`src/rtl/midi_pkg.sv`:
```
// Shared types, constants and the status-byte length decoder for the MIDI input parser.
package midi_pkg;

  localparam logic [7:0] ST_SYSEX = 8'hF0;
  localparam logic [7:0] ST_EOX   = 8'hF7;
  localparam logic [7:0] ST_TUNE  = 8'hF6;
  localparam logic [7:0] RT_BASE  = 8'hF8;

  typedef enum logic [1:0] {
    IDLE,
    WAIT_D1,
    WAIT_D2,
    SYSEX
  } parser_state_e;

  typedef struct packed {
    logic [7:0] status;
    logic [7:0] data1;
    logic [7:0] data2;
    logic [1:0] len;
  } midi_msg_t;

  // Number of data bytes that follow a status byte; 0 for anything that carries none.
  function automatic logic [1:0] midi_data_len(input logic [7:0] status);
    logic [1:0] len;
    len = 2'd0;
    case (status[7:4])
      4'h8, 4'h9, 4'hA, 4'hB, 4'hE: len = 2'd2;
      4'hC, 4'hD:                   len = 2'd1;
      4'hF: begin
        case (status[3:0])
          4'h1, 4'h3: len = 2'd1;
          4'h2:       len = 2'd2;
          default:    len = 2'd0;
        endcase
      end
      default: len = 2'd0;
    endcase
    return len;
  endfunction

endpackage

```
`src/rtl/midi_in_parser_if.sv`:
```
// Byte input, message output handshake and status signals of the MIDI input parser.
interface midi_in_parser_if #(
  parameter int FIFO_DEPTH = 8
);
  localparam int LVL_W = $clog2(FIFO_DEPTH) + 1;

  logic [7:0]       rx_byte_i;
  logic             rx_valid_i;
  logic [23:0]      msg_o;
  logic [1:0]       msg_len_o;
  logic             msg_valid_o;
  logic             msg_ready_i;
  logic [LVL_W-1:0] level_o;
  logic             overflow_o;
  logic             clear_i;

  modport master (
    output rx_byte_i, rx_valid_i, msg_ready_i, clear_i,
    input  msg_o, msg_len_o, msg_valid_o, level_o, overflow_o
  );

  modport slave (
    input  rx_byte_i, rx_valid_i, msg_ready_i, clear_i,
    output msg_o, msg_len_o, msg_valid_o, level_o, overflow_o
  );
endinterface

```
`src/rtl/midi_msg_fifo.sv`:
```
// First-word-fall-through queue of parsed MIDI messages; a full queue still accepts a push
// when a pop happens in the same cycle.
module midi_msg_fifo
  import midi_pkg::*;
#(
  parameter  int DEPTH = 8,
  localparam int AW    = $clog2(DEPTH),
  localparam int LVL_W = AW + 1
) (
  input  logic             clk_i,
  input  logic             rst_ni,
  input  logic             push,
  input  midi_msg_t        wdata,
  input  logic             pop,
  input  logic             flush,
  output midi_msg_t        head,
  output logic             full,
  output logic             empty,
  output logic [LVL_W-1:0] level
);

  localparam logic [LVL_W-1:0] FULL_LEVEL = LVL_W'(DEPTH);

  midi_msg_t        mem [DEPTH];
  logic [AW-1:0]    wr_ptr;
  logic [AW-1:0]    rd_ptr;
  logic [LVL_W-1:0] count;
  logic             do_pop;
  logic             do_push;

  assign empty   = (count == '0);
  assign full    = (count == FULL_LEVEL);
  assign do_pop  = pop && !empty;
  assign do_push = push && (!full || do_pop);
  assign level   = count;
  assign head    = empty ? '0 : mem[rd_ptr];

  always_ff @(posedge clk_i) begin
    if (do_push && !flush) begin
      mem[wr_ptr] <= wdata;
    end
  end

  // Flush wins over push and pop; pointers wrap naturally since DEPTH is a power of two.
  always_ff @(posedge clk_i or negedge rst_ni) begin
    if (!rst_ni) begin
      wr_ptr <= '0;
      rd_ptr <= '0;
      count  <= '0;
    end else if (flush) begin
      wr_ptr <= '0;
      rd_ptr <= '0;
      count  <= '0;
    end else begin
      if (do_push) wr_ptr <= wr_ptr + 1'b1;
      if (do_pop)  rd_ptr <= rd_ptr + 1'b1;
      case ({do_push, do_pop})
        2'b10:   count <= count + 1'b1;
        2'b01:   count <= count - 1'b1;
        default: count <= count;
      endcase
    end
  end

endmodule

```
`src/rtl/midi_in_parser.sv`:
```
// Assembles UART bytes into MIDI messages (running status, SysEx skip, real-time interleave).
// Define MIDI_RT_PASS_EN to also queue real-time bytes as single-byte messages.
module midi_in_parser
  import midi_pkg::*;
#(
  parameter  int FIFO_DEPTH = 8,
  localparam int LVL_W      = $clog2(FIFO_DEPTH) + 1
) (
  input  logic            clk_i,
  input  logic            rst_ni,
  midi_in_parser_if.slave bus
);

  parser_state_e    state;
  logic [7:0]       status_q;
  logic [7:0]       data1_q;
  logic             rs_valid_q;
  midi_msg_t        out_q;
  logic             out_valid_q;
  logic             overflow_q;

  logic [7:0]       rx_byte;
  logic             is_rt;
  logic             out_hold;
  logic             fifo_push;
  midi_msg_t        fifo_wdata;
  midi_msg_t        head;
  logic             fifo_full;
  logic             fifo_empty;
  logic             fifo_pop;
  logic [LVL_W-1:0] fifo_level;

  assign rx_byte  = bus.rx_byte_i;
  assign is_rt    = (rx_byte >= RT_BASE);
  assign fifo_pop = !fifo_empty && bus.msg_ready_i;

`ifdef MIDI_RT_PASS_EN
  // Real-time bytes take the write slot immediately; a completed message waiting in out_q
  // simply stays there one more cycle.
  logic rt_push;
  assign rt_push    = bus.rx_valid_i && is_rt && (rx_byte != 8'hF9) && (rx_byte != 8'hFD);
  assign out_hold   = rt_push;
  assign fifo_push  = rt_push || out_valid_q;
  assign fifo_wdata = rt_push ? '{status: rx_byte, data1: 8'h00, data2: 8'h00, len: 2'd1}
                              : out_q;
`else
  assign out_hold   = 1'b0;
  assign fifo_push  = out_valid_q;
  assign fifo_wdata = out_q;
`endif

  always_ff @(posedge clk_i or negedge rst_ni) begin
    if (!rst_ni) begin
      state       <= IDLE;
      status_q    <= '0;
      data1_q     <= '0;
      rs_valid_q  <= 1'b0;
      out_q       <= '0;
      out_valid_q <= 1'b0;
      overflow_q  <= 1'b0;
    end else if (bus.clear_i) begin
      state       <= IDLE;
      status_q    <= '0;
      data1_q     <= '0;
      rs_valid_q  <= 1'b0;
      out_q       <= '0;
      out_valid_q <= 1'b0;
      overflow_q  <= 1'b0;
    end else begin
      out_valid_q <= out_valid_q && out_hold;
      if (fifo_push && fifo_full && !fifo_pop) overflow_q <= 1'b1;

      if (bus.rx_valid_i && !is_rt) begin
        if (rx_byte[7]) begin
          // Any status byte aborts a partial message or SysEx and is then handled fresh.
          if (rx_byte < ST_SYSEX) begin
            status_q   <= rx_byte;
            rs_valid_q <= 1'b1;
            state      <= WAIT_D1;
          end else if (rx_byte == ST_SYSEX) begin
            rs_valid_q <= 1'b0;
            state      <= SYSEX;
          end else if (midi_data_len(rx_byte) != 2'd0) begin
            status_q   <= rx_byte;
            rs_valid_q <= 1'b0;
            state      <= WAIT_D1;
          end else begin
            rs_valid_q <= 1'b0;
            state      <= IDLE;
            if (rx_byte == ST_TUNE) begin
              out_q       <= '{status: rx_byte, data1: 8'h00, data2: 8'h00, len: 2'd1};
              out_valid_q <= 1'b1;
            end
          end
        end else if (state == WAIT_D1 || (state == IDLE && rs_valid_q)) begin
          if (midi_data_len(status_q) == 2'd1) begin
            out_q       <= '{status: status_q, data1: rx_byte, data2: 8'h00, len: 2'd2};
            out_valid_q <= 1'b1;
            state       <= IDLE;
          end else begin
            data1_q <= rx_byte;
            state   <= WAIT_D2;
          end
        end else if (state == WAIT_D2) begin
          out_q       <= '{status: status_q, data1: data1_q, data2: rx_byte, len: 2'd3};
          out_valid_q <= 1'b1;
          state       <= IDLE;
        end
      end
    end
  end

  midi_msg_fifo #(
    .DEPTH(FIFO_DEPTH)
  ) u_fifo (
    .clk_i (clk_i),
    .rst_ni(rst_ni),
    .push  (fifo_push),
    .wdata (fifo_wdata),
    .pop   (fifo_pop),
    .flush (bus.clear_i),
    .head  (head),
    .full  (fifo_full),
    .empty (fifo_empty),
    .level (fifo_level)
  );

  assign bus.msg_o       = {head.status, head.data1, head.data2};
  assign bus.msg_len_o   = head.len;
  assign bus.msg_valid_o = !fifo_empty;
  assign bus.level_o     = fifo_level;
  assign bus.overflow_o  = overflow_q;

endmodule
```
`src/flat_wrapper.sv`:
```
// flat-port wrapper written by rule: the top's interface ports become plain ports
module midi_in_parser_flat import midi_pkg::*;
#(
  parameter  int FIFO_DEPTH = 8,
  localparam int LVL_W      = $clog2(FIFO_DEPTH) + 1
)
  (clk_i, rst_ni, bus_rx_byte_i, bus_rx_valid_i, bus_msg_ready_i, bus_clear_i, bus_msg_o, bus_msg_len_o, bus_msg_valid_o, bus_level_o, bus_overflow_o);
  midi_in_parser_if #(.FIFO_DEPTH(FIFO_DEPTH)) bus_i ();
  input  logic clk_i;
  input  logic rst_ni;
  input wire logic [$bits(bus_i.rx_byte_i)-1:0] bus_rx_byte_i;
  input wire logic [$bits(bus_i.rx_valid_i)-1:0] bus_rx_valid_i;
  input wire logic [$bits(bus_i.msg_ready_i)-1:0] bus_msg_ready_i;
  input wire logic [$bits(bus_i.clear_i)-1:0] bus_clear_i;
  output wire logic [$bits(bus_i.msg_o)-1:0] bus_msg_o;
  output wire logic [$bits(bus_i.msg_len_o)-1:0] bus_msg_len_o;
  output wire logic [$bits(bus_i.msg_valid_o)-1:0] bus_msg_valid_o;
  output wire logic [$bits(bus_i.level_o)-1:0] bus_level_o;
  output wire logic [$bits(bus_i.overflow_o)-1:0] bus_overflow_o;
  assign bus_i.rx_byte_i = bus_rx_byte_i;
  assign bus_i.rx_valid_i = bus_rx_valid_i;
  assign bus_i.msg_ready_i = bus_msg_ready_i;
  assign bus_i.clear_i = bus_clear_i;
  assign bus_msg_o = bus_i.msg_o;
  assign bus_msg_len_o = bus_i.msg_len_o;
  assign bus_msg_valid_o = bus_i.msg_valid_o;
  assign bus_level_o = bus_i.level_o;
  assign bus_overflow_o = bus_i.overflow_o;
  midi_in_parser #(.FIFO_DEPTH(FIFO_DEPTH)) u_core (.clk_i(clk_i), .rst_ni(rst_ni), .bus(bus_i));
endmodule
```
`config.mk`:
```
export PLATFORM = sky130hd
export DESIGN_NAME = midi_in_parser_flat
export DESIGN_NICKNAME = d
export VERILOG_FILES = /design/src/rtl/midi_pkg.sv /design/src/rtl/midi_in_parser_if.sv /design/src/rtl/midi_msg_fifo.sv /design/src/rtl/midi_in_parser.sv /design/src/flat_wrapper.sv
export SDC_FILE = /design/constraint.sdc
export NUM_CORES = 1
export LEC_CHECK = 0
export BUFFER_PORTS_ARGS = -buffer_cell sky130_fd_sc_hd__buf_2
export CAP_MARGIN = 20
export CORE_ASPECT_RATIO = 0.6
export CORE_MARGIN = 2
export CORE_UTILIZATION = 49
export DETAILED_ROUTE_END_ITERATION = 16
export PLACE_DENSITY = 0.66
export SYNTH_ARGS = -nofsm -noshare
export SYNTH_HDL_FRONTEND = slang
export SYNTH_SLANG_ARGS = --single-unit
```
`constraint.sdc`:
```
create_clock -name clk_i -period 3.9 [get_ports clk_i]
set_input_delay 0 -clock clk_i [delete_from_list [all_inputs] [get_ports clk_i]]
set_output_delay 0 -clock clk_i [all_outputs]
set_load 0.03 [all_outputs]
```
# Word level (Yosys, flattened, before mapping)
# Memory sizes are Yosys's and may differ from the RTL's.
# Index checks and enable logic that the tools add are counted.
# Widths: inputs -> output; s select.
# classes
addsub	4
mul	0
div	0
n_lt_le_gt_ge	2
n_eq_ne	38
n_shift	0
mux	68
bitwise_logic	0
reduce_logical	38
# op_table
op	count
$mux 26	11
$mux 8	11
$eq 4x4->1 const B	17
$mux 2	17
$mux 1	19
$eq 4x2->1 const B	4
$eq 8x8->1 const B	2
$reduce_bool 2->1	7
$mux 3	4
$pmux 2 s3	2
$reduce_or 5->1	2
$ne 3x3->1 const B	3
$eq 4x1->1 const B	2
$ge 8x8->1 const B	1
$logic_and 1x1->1	8
$lt 8x8->1 const B	1
$pmux 2 s2	2
$pmux 4 s2	1
$reduce_and 4->1	2
$reduce_or 2->1	4
$reduce_and 7->1	1
$add 3x1->3 const B	2
$eq 2x1->1 const B	3
$reduce_bool 3->1	2
other kinds (15)	22
# totals
ff_bits	57
latch_bits	0
ramBits	208
rom_bits	0
inputBits	13
wordCells	164
memories	1
# memory_table
name	depth	word_bits	read_ports	rd_ports_with_merged_regs	wr	line	rtl
u_core.u_fifo.mem	8	26	1	0	1	midi_msg_fifo.sv:24	midi_msg_t mem [DEPTH];

# Depth between registers and ports, before layout
# depth
word_depth	16
depth_mapped	10
ltp_nobuf	10

# By module
# Synthesis repeated with hierarchy kept, for this count alone.
# hier_totals
hier_cells	589
area_unflattened_um2	10790.3
# modules_own_cells
module	instances	cells_per_inst	area_each_um2	seq_area_each_um2
midi_msg_fifo	1	406	8595.7	6496.2
midi_in_parser	1	183	2194.6	1101.1

# Least setup slack after synthesis
# OpenSTA, ideal clock, no wires.
# synth_path
path_kind	reg2reg
startpoint	register u_core.u_fifo.count[0], in the netlist u_core.u_fifo.level[0]
endpoint	memory u_core.u_fifo.mem[0][0] in the netlist's numbering, enable pin
setup_time_ns	0.435
arrival_time_ns	3.083
required_time_ns	3.465
slack_ns	0.382
path_stages_with_launch	5
path_buffers	0
synth_period_minus_slack_ns	3.518
path_cell_list	dfrtp_1 -> nor3_1 -> a21bo_2 -> or3_1 -> nor3_1
# synth_between
elab_chain_cells	9
word_cells_on_any_way	11
# synth_lines
item	line	rtl
from (decl)	midi_msg_fifo.sv:27	logic [LVL_W-1:0] count;
from (signal assigned)	midi_msg_fifo.sv:58	2'b10: count <= count + 1'b1;
from (signal assigned)	midi_msg_fifo.sv:59	2'b01: count <= count - 1'b1;
from (signal assigned)	midi_msg_fifo.sv:60	default: count <= count;
$logic_not 4->1	midi_msg_fifo.sv:31	assign empty = (count == '0);
$logic_not 1->1	midi_msg_fifo.sv:33, midi_in_parser.sv:35	
$logic_and 1x1->1	midi_in_parser.sv:35	assign fifo_pop = !fifo_empty && bus.msg_ready_i;
$logic_and 1x1->1	midi_msg_fifo.sv:33	assign do_pop = pop && !empty;
$logic_or 1x1->1 (*)	midi_msg_fifo.sv:34	assign do_push = push && (!full || do_pop);
$logic_and 1x1->1 (*)	midi_msg_fifo.sv:34	
$logic_and 1x1->1 (*)	midi_msg_fifo.sv:39	if (do_push && !flush) begin
$mux 1 (*)	midi_msg_fifo.sv:39	
$mux 1 (implied by the code) (*)	midi_msg_fifo.sv:40	mem[wr_ptr] <= wdata;
to (decl)	midi_msg_fifo.sv:24	
# Every way passes the cells marked *; elsewhere a longest branch is shown, timed or not.

# Worst setup path after layout
# layout_path
startpoint	register u_core.u_fifo.rd_ptr[0]
endpoint	output port bus_msg_o[8]
# layout_between
elab_chain_cells	2
# layout_lines
item	line	rtl
from (decl)	midi_msg_fifo.sv:26	logic [AW-1:0] rd_ptr;
from (signal assigned)	midi_msg_fifo.sv:56	if (do_pop) rd_ptr <= rd_ptr + 1'b1;
$mem_v2 8x26	--	
$mux 26	midi_msg_fifo.sv:36	assign head = empty ? '0 : mem[rd_ptr];
to (decl)	flat_wrapper.sv:15	output wire logic [$bits(bus_i.msg_o)-1:0] bus_msg_o;
# Every way passes these cells.

==> flow_summary.ini <==
[outcome]
status = completed

[detailed_routing]
drc = 0
routed-via-count = 5362
drtIter0Drc = 494
via_per_inst = 5.76
drt_pre_antenna_iters = 5
antenna_left = 0
routed_wl_um = 21000
post_drt_wl_per_cell_um = 22.6

[power_and_ir_drop]
peakVddDrop_mv = 0.301
leakage_nw = 4.19
p_per_area_nw_per_um2 = 563

[min_path]
min_path_cells = 2
hold_path.startpoint = bus_clear_i
hp-class = input port to flop

[cts]
cts_buffers = 23
cts_tree = built
cts-root-buf = clkbuf_16
insertion_delay_ps = 510
clk_path_buf_depth = 3
cts_resized = 0
cts_sinks = 246
cts_hold_buf = 13
h-tree-depth = 1
clk_pin_slew_ps = 60
postCtsSetupRepairBufs = 0

[synth]
avgSynthCellArea_um2 = 17.4
syn_area_um2 = 10100
synth_top_area_cell = edfxtp_1
synthTopCellsByArea = edfxtp_1 57%, dfrtp_1 13%, mux4_2 11%, mux2i_1 4.3%, nor2_1 2.3%
yosysWarningCount = 0
synth_edf_count = 192
ys_seq_elements = 246
seq_area_frac_synth_pct = 70.5
synthArstFlopShare_pct = 22.0
ys.flop_type = edfxtp_1
synth_cell_type_count = 50
synthTopCellsByCount = 192 x edfxtp_1, 61 x nor2_1, 54 x dfrtp_1
synth_most_common_cell = edfxtp_1
synthCells = 579
synth_top_area_share_pct = 57.1

[grt]
track_usage_pct = 20.1
grt_max_degree = 55
first_global_vias = 5435
antenna_found_initial = 0
grt_overflow = 0
grt_first_pass_wirelength_um = 32700

[critical_path]
worstPathMaxFanout = 50
critPathCaptureType = primary output
r2r_start = u_core.u_fifo.level[0]
crit_path_start = u_core.u_fifo.rd_ptr[0]
timing_worst_setup_path_type = flop to primary output
arrival_ps = 2730
cp.required_ps = 3900
reg2regPathDepth = 10
start_kind = flop

[timing]
post-route-period-util_pct = 69.9
timing.final.hold_violations = 0
final.setup.worst_slack_ps = 1170
fin_setup_tns_ps = 0
slew_headroom_pct = 28.3
worst_slew_pin_slew_ps = 1080
skew_ps = 17.6
fin_crit_ps = 2730
fmax_ghz = 0.367
slew_viol_final = 0
setup_viol = 0
rsz0062_at_grt = no

[die]
dieArea_um2 = 21800
core_area_um2 = 20100
rows = 40
die_height_um = 115
die_x_um = 189
ios = 45
start_util_pct = 50.2

[place]
place_ws_ps = 1300
io_buffer_count = 42
gp_congestion = 0.856
place_hpwl_um = 12700

[cells_and_area]
area_growth_pct = 13.5
antenna_cells = 0
nFillCells = 1558
finish.net_count = 659
drive_above_1_share_pct = 25.2

[flow_run]
maxCapViolations = 0
per-layer routing:
| metal | track usage [%] | up-vias | share of wire [%] |
|---|---|---|---|
| met5 | 0 | - | 0 |
| met4 | 3.72 | 0 | 1.7 |
| met3 | 3.42 | 27 | 4.6 |
| met2 | 30.7 | 154 | 45 |
| met1 | 31.1 | 2799 | 49 |
| li1 | - | 2382 | - |
per-stage QoR:
step           instances  cell area [um2]  hold WS (ps)  utilization (%)  power, W
2_1_floorplan        580            10100          -296                -   0.00407
3_3_place_gp         876            10600           149             52.8   0.00439
3_5_place_dp         876            10600           171             52.8   0.00443
4_1_cts              931            11500          85.6             56.9   0.00650
5_1_grt              931            11500           134             56.9   0.00672
6_report             931            11500           106             56.9   0.00644
layout make-up:
type / instances / area (um2) / area share, %
Clock buffer: 31 / 616 / 5.37
Inverter: 4 / 15.0 / 0.131
Timing Repair Buffer: 68 / 438 / 3.82
Sequential cell: 246 / 7120 / 62.2
Clock inverter: 11 / 77.6 / 0.677
Multi-Input combinational cell: 298 / 2840 / 24.8
Tap cell: 273 / 342 / 2.98
report_power, final:
| group | switching (W) | internal, W |
|---|---|---|
| Clock | 0.000897 | 0.00117 |
| Combinational | 0.000666 | 0.000532 |
| Sequential | 0.000258 | 0.00292 |
critical path: stages, from the launching register on:
cell and delay [ps]:
dfrtp_4 1060, mux4_2 630, mux2i_1 160, nor2_1 140, buf_2 220
final timing paths:
path / endpoint / slack [ps]
setup reg to reg: u_core.u_fifo.level[3] / 1230
setup / recovery: bus_msg_o[8] / 1170
min in group asynchronous: u_core.status_q[6] / 160
max in group asynchronous: u_core.u_fifo.rd_ptr[0] / 3220
hold reg to reg: u_core.status_q[4] / 540
hold / removal: u_core.data1_q[3] / 110
registers in the layout, indices dropped and copies added, names as in the netlist, 2 cells and up:
| name | flops |
|---|---|
| u_core.u_fifo.level | 4 |
| u_core.u_fifo.mem | 192 |
| u_core.data1_q | 7 |
| u_core.u_fifo.rd_ptr | 3 |
| u_core.status_q | 8 |
| u_core.fifo_wdata | 24 |
| u_core.u_fifo.wr_ptr | 3 |
| u_core.state | 2 |
placed cells by master (no fill, tap or decap), types with 13 or more instances in the layout:
master         synthesis  layout
nand2_1               23      23
buf_4                  3      13
clkbuf_16              0      23
buf_2                  7      42
mux2i_1               43      43
nor2_1                61      55
mux2_2                14      14
edfxtp_1             192     192
a22o_1                14      14
dfrtp_1               54      52
mux4_2                48      48
dlygate4sd3_1          0      13
cell families (layout without fill, tap and decap cells):
| family | after synthesis | count (layout) | synth area share [%] |
|---|---|---|---|
| DFF | 246 | 246 | 70.5 |
| and+or+nand+nor | 123 | 123 | 5.69 |
| muxes | 109 | 109 | 17.0 |
| AOI/OAI and AO/OA | 54 | 54 | 4.02 |
| buffers and inverters | 36 | 114 | 1.61 |
| adders and majority gates | 5 | 5 | 0.694 |
| xor gates and xnor gates | 5 | 5 | 0.434 |
| other | 1 | 2 | 0.0371 |
Power figures use the tool's default switching activity.
